==> src/rtl/dkongjr_pkg.sv <==
// Shared types and constants for the Donkey Kong Jr. CPU-to-VRAM interface.
package dkongjr_pkg;

    localparam int unsigned FIFO_DEPTH_DEF = 4;
    localparam int unsigned AB_W_DEF       = 10;
    localparam int unsigned DB_W           = 8;

    // A posted write entry is {address, data}.
    function automatic int unsigned entry_w(input int unsigned ab_w);
        return ab_w + DB_W;
    endfunction

    typedef enum logic [2:0] {
        StIdle,
        StWrSetup,
        StWrStb,
        StWrHold,
        StRdSetup,
        StRdStb,
        StRdCap,
        StRdDone
    } drain_state_e;

endpackage

==> src/rtl/dkongjr_wr_fifo.sv <==
// Posted-write FIFO; simultaneous push and pop is legal at any fill level.
module dkongjr_wr_fifo #(
    parameter int unsigned DEPTH = 4,
    parameter int unsigned WIDTH = 18
) (
    input  logic                     clk,
    input  logic                     rst_n,
    input  logic                     push,
    input  logic [WIDTH-1:0]         wdata,
    input  logic                     pop,
    output logic [WIDTH-1:0]         rdata,
    output logic                     full,
    output logic                     empty,
    output logic [$clog2(DEPTH):0]   count
);

    localparam int unsigned PW = $clog2(DEPTH);
    localparam logic [PW:0] FullCnt = (PW+1)'(DEPTH);

    logic [WIDTH-1:0] mem_q [DEPTH];
    logic [PW-1:0]    wptr_q, rptr_q;
    logic [PW:0]      count_q;
    logic             do_push, do_pop;

    assign do_pop  = pop && (count_q != '0);
    assign do_push = push && ((count_q != FullCnt) || do_pop);

    always_ff @(posedge clk or negedge rst_n) begin
        if (!rst_n) begin
            wptr_q  <= '0;
            rptr_q  <= '0;
            count_q <= '0;
        end else begin
            if (do_push) wptr_q <= wptr_q + 1'b1;
            if (do_pop)  rptr_q <= rptr_q + 1'b1;
            case ({do_push, do_pop})
                2'b10:   count_q <= count_q + 1'b1;
                2'b01:   count_q <= count_q - 1'b1;
                default: count_q <= count_q;
            endcase
        end
    end

    // Storage needs no reset: the pointers alone define validity.
    always_ff @(posedge clk) begin
        if (do_push) mem_q[wptr_q] <= wdata;
    end

    assign rdata = mem_q[rptr_q];
    assign full  = (count_q == FullCnt);
    assign empty = (count_q == '0);
    assign count = count_q;

endmodule

==> src/rtl/dkongjr_vram_cpuif.sv <==
// CPU-side VRAM port: posted write FIFO, busy-gated drain FSM and waited reads.
module dkongjr_vram_cpuif
    import dkongjr_pkg::*;
#(
    parameter int unsigned FIFO_DEPTH = FIFO_DEPTH_DEF,
    parameter int unsigned AB_W       = AB_W_DEF
) (
    input  logic            CLK_12M,
    input  logic            I_RSTn,
    input  logic [AB_W-1:0] I_CPU_AB,
    input  logic [7:0]      I_CPU_DB,
    input  logic            I_CPU_WRn,
    input  logic            I_CPU_RDn,
    input  logic            I_VRAMBUSYn,
    input  logic [7:0]      I_VRAM_DB,
    output logic [AB_W-1:0] O_AB,
    output logic [7:0]      O_DB,
    output logic            O_VRAM_WRn,
    output logic            O_VRAM_RDn,
    output logic [7:0]      O_CPU_DB,
    output logic            O_WAITn,
    output logic            O_FULL,
    output logic            O_OVF
);

    localparam int unsigned EW = entry_w(AB_W);

    drain_state_e state_q, state_d;

    logic                       wr_prev_q, rd_prev_q, wr_req, rd_req;
    logic                       pend_q, rd_wait_q, ovf_q;
    logic [EW-1:0]              pend_entry_q;
    logic [AB_W-1:0]            ab_q;
    logic [7:0]                 db_q, cpu_db_q;
    logic                       accept_new, pend_push, hold_new, drop;
    logic                       push, pop, load_wr, load_rd, capture;
    logic [EW-1:0]              push_data, fifo_head;
    logic                       fifo_full, fifo_empty;
    logic [$clog2(FIFO_DEPTH):0] fifo_count;

    assign wr_req = wr_prev_q && !I_CPU_WRn;
    assign rd_req = rd_prev_q && !I_CPU_RDn;
    assign pop    = (state_q == StWrStb);

    always_comb begin
        accept_new = wr_req && !pend_q && !rd_wait_q && (!fifo_full || pop);
        pend_push  = pend_q && !rd_wait_q && (!fifo_full || pop);
        hold_new   = wr_req && !pend_q && !accept_new;
        // WRn released before a held write could be posted: the write is lost.
        drop       = pend_q && I_CPU_WRn && !pend_push;
        push       = accept_new || pend_push;
        push_data  = pend_push ? pend_entry_q : {I_CPU_AB, I_CPU_DB};
    end

    dkongjr_wr_fifo #(
        .DEPTH (FIFO_DEPTH),
        .WIDTH (EW)
    ) u_wr_fifo (
        .clk   (CLK_12M),
        .rst_n (I_RSTn),
        .push  (push),
        .wdata (push_data),
        .pop   (pop),
        .rdata (fifo_head),
        .full  (fifo_full),
        .empty (fifo_empty),
        .count (fifo_count)
    );

    always_comb begin
        state_d = state_q;
        load_wr = 1'b0;
        load_rd = 1'b0;
        capture = 1'b0;
        unique case (state_q)
            StIdle: begin
                if (!fifo_empty && I_VRAMBUSYn) begin
                    state_d = StWrSetup;
                    load_wr = 1'b1;
                end else if (rd_wait_q && (fifo_count == '0) && I_VRAMBUSYn) begin
                    state_d = StRdSetup;
                    load_rd = 1'b1;
                end
            end
            StWrSetup: state_d = I_VRAMBUSYn ? StWrStb : StIdle;
            StWrStb:   state_d = StWrHold;
            StWrHold:  state_d = StIdle;
            StRdSetup: state_d = I_VRAMBUSYn ? StRdStb : StIdle;
            StRdStb:   state_d = StRdCap;
            StRdCap: begin
                state_d = StRdDone;
                capture = 1'b1;
            end
            StRdDone:  state_d = I_CPU_RDn ? StIdle : StRdDone;
            default:   state_d = StIdle;
        endcase
    end

    always_ff @(posedge CLK_12M or negedge I_RSTn) begin
        if (!I_RSTn) begin
            state_q      <= StIdle;
            wr_prev_q    <= 1'b1;
            rd_prev_q    <= 1'b1;
            pend_q       <= 1'b0;
            pend_entry_q <= '0;
            rd_wait_q    <= 1'b0;
            ovf_q        <= 1'b0;
            ab_q         <= '0;
            db_q         <= '0;
            cpu_db_q     <= '0;
        end else begin
            state_q   <= state_d;
            wr_prev_q <= I_CPU_WRn;
            rd_prev_q <= I_CPU_RDn;
            if (hold_new) begin
                pend_q       <= 1'b1;
                pend_entry_q <= {I_CPU_AB, I_CPU_DB};
            end else if (pend_push || drop) begin
                pend_q <= 1'b0;
            end
            if (drop) ovf_q <= 1'b1;
            if (rd_req) begin
                rd_wait_q <= 1'b1;
            end else if (state_q == StRdCap) begin
                rd_wait_q <= 1'b0;
            end
            if (load_wr) begin
                ab_q <= fifo_head[EW-1:DB_W];
                db_q <= fifo_head[DB_W-1:0];
            end else if (load_rd) begin
                ab_q <= I_CPU_AB;
            end
            if (capture) cpu_db_q <= I_VRAM_DB;
        end
    end

    // Strobes decode straight from the async-reset state so reset drops them at once.
    assign O_VRAM_WRn = (state_q != StWrStb);
    assign O_VRAM_RDn = !((state_q == StRdStb) || (state_q == StRdCap));
    assign O_WAITn    = !(pend_q || rd_wait_q);
    assign O_AB       = ab_q;
    assign O_DB       = db_q;
    assign O_CPU_DB   = cpu_db_q;
    assign O_FULL     = fifo_full;
    assign O_OVF      = ovf_q;

endmodule

==> config.mk <==
export PLATFORM = sky130hd
export DESIGN_NAME = dkongjr_vram_cpuif
export DESIGN_NICKNAME = d
export VERILOG_FILES = /design/src/rtl/dkongjr_pkg.sv /design/src/rtl/dkongjr_wr_fifo.sv /design/src/rtl/dkongjr_vram_cpuif.sv
export SDC_FILE = /design/constraint.sdc
export NUM_CORES = 1
export LEC_CHECK = 0
export CORE_MARGIN = 4
export CORE_UTILIZATION = 40
export DETAILED_ROUTE_END_ITERATION = 10
export PLACE_DENSITY_LB_ADDON = 0.15
export RECOVER_POWER = 50
export SYNTH_ARGS = -nofsm -noshare
export SYNTH_HDL_FRONTEND = slang
export SYNTH_HIERARCHICAL = 1
export SYNTH_SLANG_ARGS = --single-unit
==> constraint.sdc <==
create_clock -name CLK_12M -period 3 [get_ports CLK_12M]
set_input_delay 0.6 -clock CLK_12M [delete_from_list [all_inputs] [get_ports CLK_12M]]
set_output_delay 0.6 -clock CLK_12M [all_outputs]
set_load 0.02 [all_outputs]
==> out/metrics.yaml, run 1 <==
power_and_ir_drop:
  clkPwrFrac: 0.284
  switchingPower_w: 0.00209
  peakVddDrop_mv: 0.480
  power-per-cell-area_nw_per_um2: 986
  seq_power_share: 0.396
  p_total_w: 0.00676
  swShare: 0.309
  power_frac_comb: 0.319
  internal_power_w: 0.00467
  leakage_nw: 2.57
clock_tree:
  clkSlewWorstSetupHoldPaths_ps: 50
  cts_hold_buf: 0
  cts_tree: "yes"
  cts.htree.levels: 4
  cts_resized: 0
  cts_sinks: 131
  cts.repair_timing.setup_buffer_count: 0
  cts_root_buf: "clkbuf_16"
  clk_path_buf_depth: 2
  numCtsBuffers: 17
  clock_latency_ps: 410
timing:
  finalCritPeriodShare: 0.887
  clock_skew_ps: 6.55
  tns_ps: 0
  finalSetupViolCount: 0
  slew_headroom: -0.0193
  max_slew.worst_pin.slew_ps: 1530
  timing.final.max_slew_violations: 60
  max_freq_mhz: 376
  hold_slack_ps: 467
  period_minus_slack_ps: 2660
  timing_hold_violations_final: 0
  rsz0062_at_grt: "no"
logic_synthesis:
  syn_avg_cell_area_um2: 16.9
  synth_cell_type_count: 49
  ys_seq_area_frac: 0.650
  yosys_most_used_dff: "edfxtp_1"
  yosys_warnings: 6
  ys_seq_elements: 131
  synth_edf_count: 72
  synth_nets: 367
  async_flop_share: 0.450
  netlist_instances: 331
  syn_area_um2: 5600
worst_setup_path:
  start_kind: "flip-flop"
  critPathRequiredTime_ps: 3150
  crit_path_end_kind: "flip-flop"
  path_class: "flip-flop to flip-flop"
  worst_path_largest_cell_delay_ps: 580
  crit_chain: "or3b_1 > a21oi_4 > and2_1 > clkbuf_2 > mux2_2"
  cp_max_fo: 18
  arrival_ps: 2810
  cpMaxStageDelayCell: "clkbuf_2"
  critPathBufInv: 1
  path_delay_family: "simple AND/OR/NAND/NOR gates"
global_routing:
  overflow: 0
  grt_usage: 0.138
  grt_first_pass_wirelength_um: 16700
  antenna_found_initial: 0
  grt_pass1_vias: 3045
  grt_max_degree: 60
route:
  initialDrtViolationCount: 162
  avgViaCountPerCell: 4.98
  met2RoutedLength_um: 4730
  drtPass1Iterations: 6
  top_layer_used: "met4"
  wl_met1_um: 4840
  wl_met3_um: 550
  ant_nets: 0
  via_count: 2946
  routed_wl_um: 10300
  drc_errors: 0
  routedWlPerCell_um: 17.3
final_layout:
  num_antenna_cells: 0
  finalInstanceArea_um2: 6860
  nets: 438
  mostFrequentLayoutCells: "72 x edfxtp_1, 57 x dfrtp_1, 32 x mux2_2"
  fill_cells: 1157
  instances_no_fill: 591
  final_common_cell: "edfxtp_1"
  drive_gt1_frac: 0.258
  area_growth_pct: 22.4
floorplan:
  dieArea_um2: 16000
  die_x_um: 126
  die_h_um: 126
  row_count: 42
  core_um2: 13500
  start_util: 0.416
  ios: 62
placement:
  gp_congestion: 0.726
  postPlaceCellArea_um2: 6350
  dp_cells: 559
  portBuffers: 61
  dp_hpwl_um: 6390
run_status:
  violations: "capacitance limit, slew limit"
  status: "complete, but fails checks"
job:
  max_cap_violations: 1
min_path:
  hp-class: "flip-flop to flip-flop"
## layer usage
metal  track usage  up-vias
li1              -     1386
met1         0.184     1456
met2         0.210       88
met3        0.0462       16
met4        0.0549        0
met5             0        -
## sequential cells by signal, summed over array words and instances, names as in the netlist
name / count
O_AB: 10
O_CPU_DB: 8
O_DB: 8
O_OVF: 1
pend_entry_q: 18
pend_q: 1
rd_prev_q: 1
rd_wait_q: 1
state_q: 3
u_wr_fifo/count: 3
u_wr_fifo/mem_q: 72
u_wr_fifo/rptr_q: 2
u_wr_fifo/wptr_q: 2
wr_prev_q: 1
## cell type report
cell class	instances	area (µm²)	area share
sequential	131	3640	0.531
multi-input combinational	171	1750	0.255
timing repair buffer	68	647	0.0944
clock buffer	20	437	0.0637
tap	176	220	0.0321
clock inverter	12	115	0.0168
inverter	13	48.8	0.00712
## cells in the mapped netlist, types with 4 or more instances
| master | n | share of area |
|---|---|---|
| a21oi_1 | 14 | 0.013 |
| nand2_1 | 8 | 0.0054 |
| dfrtp_1 | 57 | 0.25 |
| and2_2 | 4 | 0.0054 |
| mux2_4 | 21 | 0.056 |
| mux2i_1 | 10 | 0.018 |
| mux4_2 | 18 | 0.072 |
| nor2_1 | 16 | 0.011 |
| buf_6 | 4 | 0.0080 |
| inv_1 | 13 | 0.0087 |
| nor2b_1 | 4 | 0.0045 |
| ha_1 | 4 | 0.0089 |
| edfxtp_1 | 72 | 0.39 |
| buf_2 | 4 | 0.0036 |
| o21ai_0 | 4 | 0.0036 |
| mux2_2 | 32 | 0.064 |
## per-stage QoR
stage                     setup WS [ps]  utilization
after detailed placement            278        0.472
after global placement              341        0.472
after global routing                176        0.510
after floorplan                     376            -
final                               338        0.510
after CTS                           324        0.513
## final timing paths
check	from	cells past startpoint	to	slack (ps)
setup / recovery	state_q[2]$_DFFE_PN0P_	5	u_wr_fifo/mem_q[1][17]$_DFFE_PP_	340
hold / removal	O_OVF$_DFFE_PN0P_	1	O_OVF$_DFFE_PN0P_	470
setup reg to reg	state_q[2]$_DFFE_PN0P_	5	u_wr_fifo/mem_q[1][17]$_DFFE_PP_	340
hold reg to reg	O_OVF$_DFFE_PN0P_	1	O_OVF$_DFFE_PN0P_	470
max in group asynchronous	I_RSTn	2	O_DB[2]$_DFFE_PN0P_	1440
min in group asynchronous	I_RSTn	2	rd_wait_q$_DFFE_PN0P_	650
## cells by family after synthesis
| group | share of synthesized area |
|---|---|
| flip-flops | 0.650 |
| multiplexers | 0.211 |
| AND/OR/NAND/NOR | 0.0449 |
| AO/OA/AOI/OAI | 0.0395 |
| buffers and inverters | 0.0330 |
| XOR/XNOR | 0.00938 |
| adder cells (fa/ha/maj) | 0.0125 |
## power by group through the flow
stage	clock network, W	registers, W	logic [W]
after detailed placement	0	0.00273	0.00233
after floorplan	0	0.00281	0.00148
after CTS	0.00197	0.00270	0.00234
after global routing	0.00206	0.00275	0.00236
final	0.00192	0.00268	0.00216
after global placement	0	0.00271	0.00230
No activity file was read; power rests on OpenSTA's default activity.
==> inputs of run 2 (changes only) <==
--- a/config.mk
+++ b/config.mk
@@ -8,6 +8,8 @@
 export CORE_MARGIN = 4
 export CORE_UTILIZATION = 40
 export DETAILED_ROUTE_END_ITERATION = 10
+export GPL_ROUTABILITY_DRIVEN = 1
+export HOLD_SLACK_MARGIN = 0.12
 export PLACE_DENSITY_LB_ADDON = 0.15
 export RECOVER_POWER = 50
 export SYNTH_ARGS = -nofsm -noshare
==> results of run 2 <==
No change in the layout: final DEF, timing and power equal those of run 1.
==> inputs of run 3 (changes only) <==
--- a/config.mk
+++ b/config.mk
@@ -5,6 +5,8 @@
 export SDC_FILE = /design/constraint.sdc
 export NUM_CORES = 1
 export LEC_CHECK = 0
+export CELL_PAD_IN_SITES_DETAIL_PLACEMENT = 1
+export CELL_PAD_IN_SITES_GLOBAL_PLACEMENT = 1
 export CORE_MARGIN = 4
 export CORE_UTILIZATION = 40
 export DETAILED_ROUTE_END_ITERATION = 10
==> out/metrics.yaml, run 3 (same netlist as run 1, synthesis figures left out) <==
floorplan:
  row_count: 42  # unchanged
  dieArea_um2: 16000  # unchanged
  core_um2: 13500  # unchanged
  die_h_um: 126  # unchanged
  start_util: 0.416  # unchanged
  ios: 62  # unchanged
  die_x_um: 126  # unchanged
run_status:
  violations: "capacitance limit, slew limit"  # unchanged
  status: "complete, but fails checks"  # unchanged
timing:
  max_freq_mhz: 364  # was 376 MHz
  clock_skew_ps: 11.6  # was 6.55 ps
  timing.final.max_slew_violations: 29  # was 60
  finalCritPeriodShare: 0.915  # was 0.887
  slew_headroom: -0.0741  # was -0.0193
  max_slew.worst_pin.slew_ps: 1610  # was 1530 ps
  rsz0062_at_grt: "no"  # unchanged
  tns_ps: 0  # unchanged
  timing_hold_violations_final: 0  # unchanged
  hold_slack_ps: 475  # was 467 ps
  finalSetupViolCount: 0  # unchanged
  period_minus_slack_ps: 2750  # was 2660 ps
clock_tree:
  cts.htree.levels: 4  # unchanged
  cts_sinks: 131  # unchanged
  cts.repair_timing.setup_buffer_count: 0  # unchanged
  clkSlewWorstSetupHoldPaths_ps: 50  # about the same
  cts_resized: 0  # unchanged
  numCtsBuffers: 17  # unchanged
  clk_path_buf_depth: 2  # unchanged
  clock_latency_ps: 420  # was 410 ps
  cts_hold_buf: 0  # unchanged
  cts_root_buf: "clkbuf_16"  # unchanged
  cts_tree: "yes"  # unchanged
route:
  via_count: 3060  # was 2946
  ant_nets: 0  # unchanged
  avgViaCountPerCell: 5.14  # was 4.98
  routed_wl_um: 11300  # was 10300 µm
  routedWlPerCell_um: 19.0  # was 17.3 µm
  initialDrtViolationCount: 130  # was 162
  drc_errors: 0  # unchanged
  drtPass1Iterations: 4  # was 6
min_path:
  hold-path-endpoint: "O_OVF$_DFFE_PN0P_"  # unchanged
  hp-class: "flip-flop to flip-flop"  # unchanged
  hp-start: "O_OVF$_DFFE_PN0P_"  # unchanged
  min_path_cells: 1  # unchanged
power_and_ir_drop:
  peakVddDrop_mv: 0.480  # about the same
  power-per-cell-area_nw_per_um2: 1000  # was 986 nW/µm²
  p_total_w: 0.00694  # was 0.00676 W
  leakage_nw: 2.61  # was 2.57 nW
global_routing:
  overflow: 0  # unchanged
  antenna_found_initial: 0  # unchanged
  grt_usage: 0.153  # was 0.138
  grt_first_pass_wirelength_um: 18500  # was 16700 µm
  grt_max_degree: 33  # was 60
  grt_pass1_vias: 3327  # was 3045
worst_setup_path:
  critical_path.most_common_cell: "o21a_1"
  start_kind: "flip-flop"  # unchanged
  crit_chain: "or3b_1 > a21oi_4 > o21a_1 > buf_4 > o21a_1 > and2_2"  # was or3b_1 > a21oi_4 > and2_1 > clkbuf_2 > mux2_2
  cp_max_fo: 18  # unchanged
  arrival_ps: 2790  # was 2810 ps
  cpMaxStageDelayCell: "and2_2"  # was clkbuf_2
  r2r_slack_ps: 250  # was 340 ps
  path_class: "flip-flop to flip-flop"  # unchanged
  path_delay_family: "simple AND/OR/NAND/NOR gates"  # unchanged
  reg2reg_from: "state_q[2]$_DFFE_PN0P_"  # unchanged
  worst_path_largest_cell_delay_ps: 540  # was 580 ps
  r2r-end: "u_wr_fifo/mem_q[1][17]$_DFFE_PP_"  # unchanged
  rr_worst_depth: 6  # was 5
  critPathRequiredTime_ps: 3040  # was 3150 ps
  crit_path_end_kind: "flip-flop"  # unchanged
  critPathBufInv: 1  # unchanged
final_layout:
  final_common_cell: "edfxtp_1"  # unchanged
  regMostFlops: "u_wr_fifo/mem_q"  # unchanged
  fill_cells: 1320  # was 1157
  area_growth_pct: 23.9  # was 22.4%
  num_antenna_cells: 0  # unchanged
  largest_register_ffs: 72  # unchanged
  drive_gt1_frac: 0.270  # was 0.258
  nets: 442  # was 438
  area.sequential_um2: 3640  # unchanged
  mostFrequentLayoutCells: "72 x edfxtp_1, 57 x dfrtp_1, 32 x mux2_2"  # unchanged
  multiInputGateArea_um2: 1740  # was 1750 µm²
placement:
  portBuffers: 61  # unchanged
  dp_hpwl_um: 7290  # was 6390 µm
  gp_congestion: 0.759  # was 0.726
job:
  max_cap_violations: 1  # unchanged
run 3: worst max-delay path by stage:
stage	from	endpoint	depth (start not counted)
after global routing	state_q[2]$_DFFE_PN0P_	u_wr_fifo/mem_q[1][17]$_DFFE_PP_	6
after global placement	I_CPU_WRn	u_wr_fifo/count[1]$_DFFE_PN0P_	9
final	state_q[2]$_DFFE_PN0P_	u_wr_fifo/mem_q[1][17]$_DFFE_PP_	6
after detailed placement	I_CPU_WRn	u_wr_fifo/count[1]$_DFFE_PN0P_	9
after floorplan	u_wr_fifo/count[0]$_DFFE_PN0P_	u_wr_fifo/count[1]$_DFFE_PN0P_	11
after CTS	u_wr_fifo/count[2]$_DFFE_PN0P_	O_FULL	3
run 3: per-stage QoR:
stage               instances  cell area, µm²  setup slack (ps)   util
detailed placement        563            6420               269  0.477
global placement          563            6420               318  0.477
finish                    595            6940               254  0.516
floorplan                 331            5600               376      -
global route              595            6940               117  0.516
CTS                       595            7010               304  0.521
run 3: final cells by class:
type                            count  share of cell area
Clock inverter                     14              0.0236
Tap cell                          176              0.0317
Multi-Input combinational cell    171               0.250
Sequential cell                   131               0.525
Clock buffer                       18              0.0618
Inverter                           13             0.00703
Timing Repair Buffer               72               0.101
run 3: where the power goes:
group | switching (W) | leakage [nW] | internal [W]
combinational | 0.00112 | 0.994 | 0.00110
clock | 0.000764 | 0.285 | 0.00130
sequential | 0.000288 | 1.33 | 0.00237
run 3: layer usage:
layer / part of all wire / vias to the layer above / GRT usage / routed length [µm]
met2: 0.49 / 73 / 0.238 / 5560
li1: - / 1387 / - / -
met1: 0.45 / 1587 / 0.199 / 5120
met5: 0 / - / 0 / 0
met3: 0.040 / 13 / 0.0580 / 450
met4: 0.016 / 0 / 0.0536 / 177
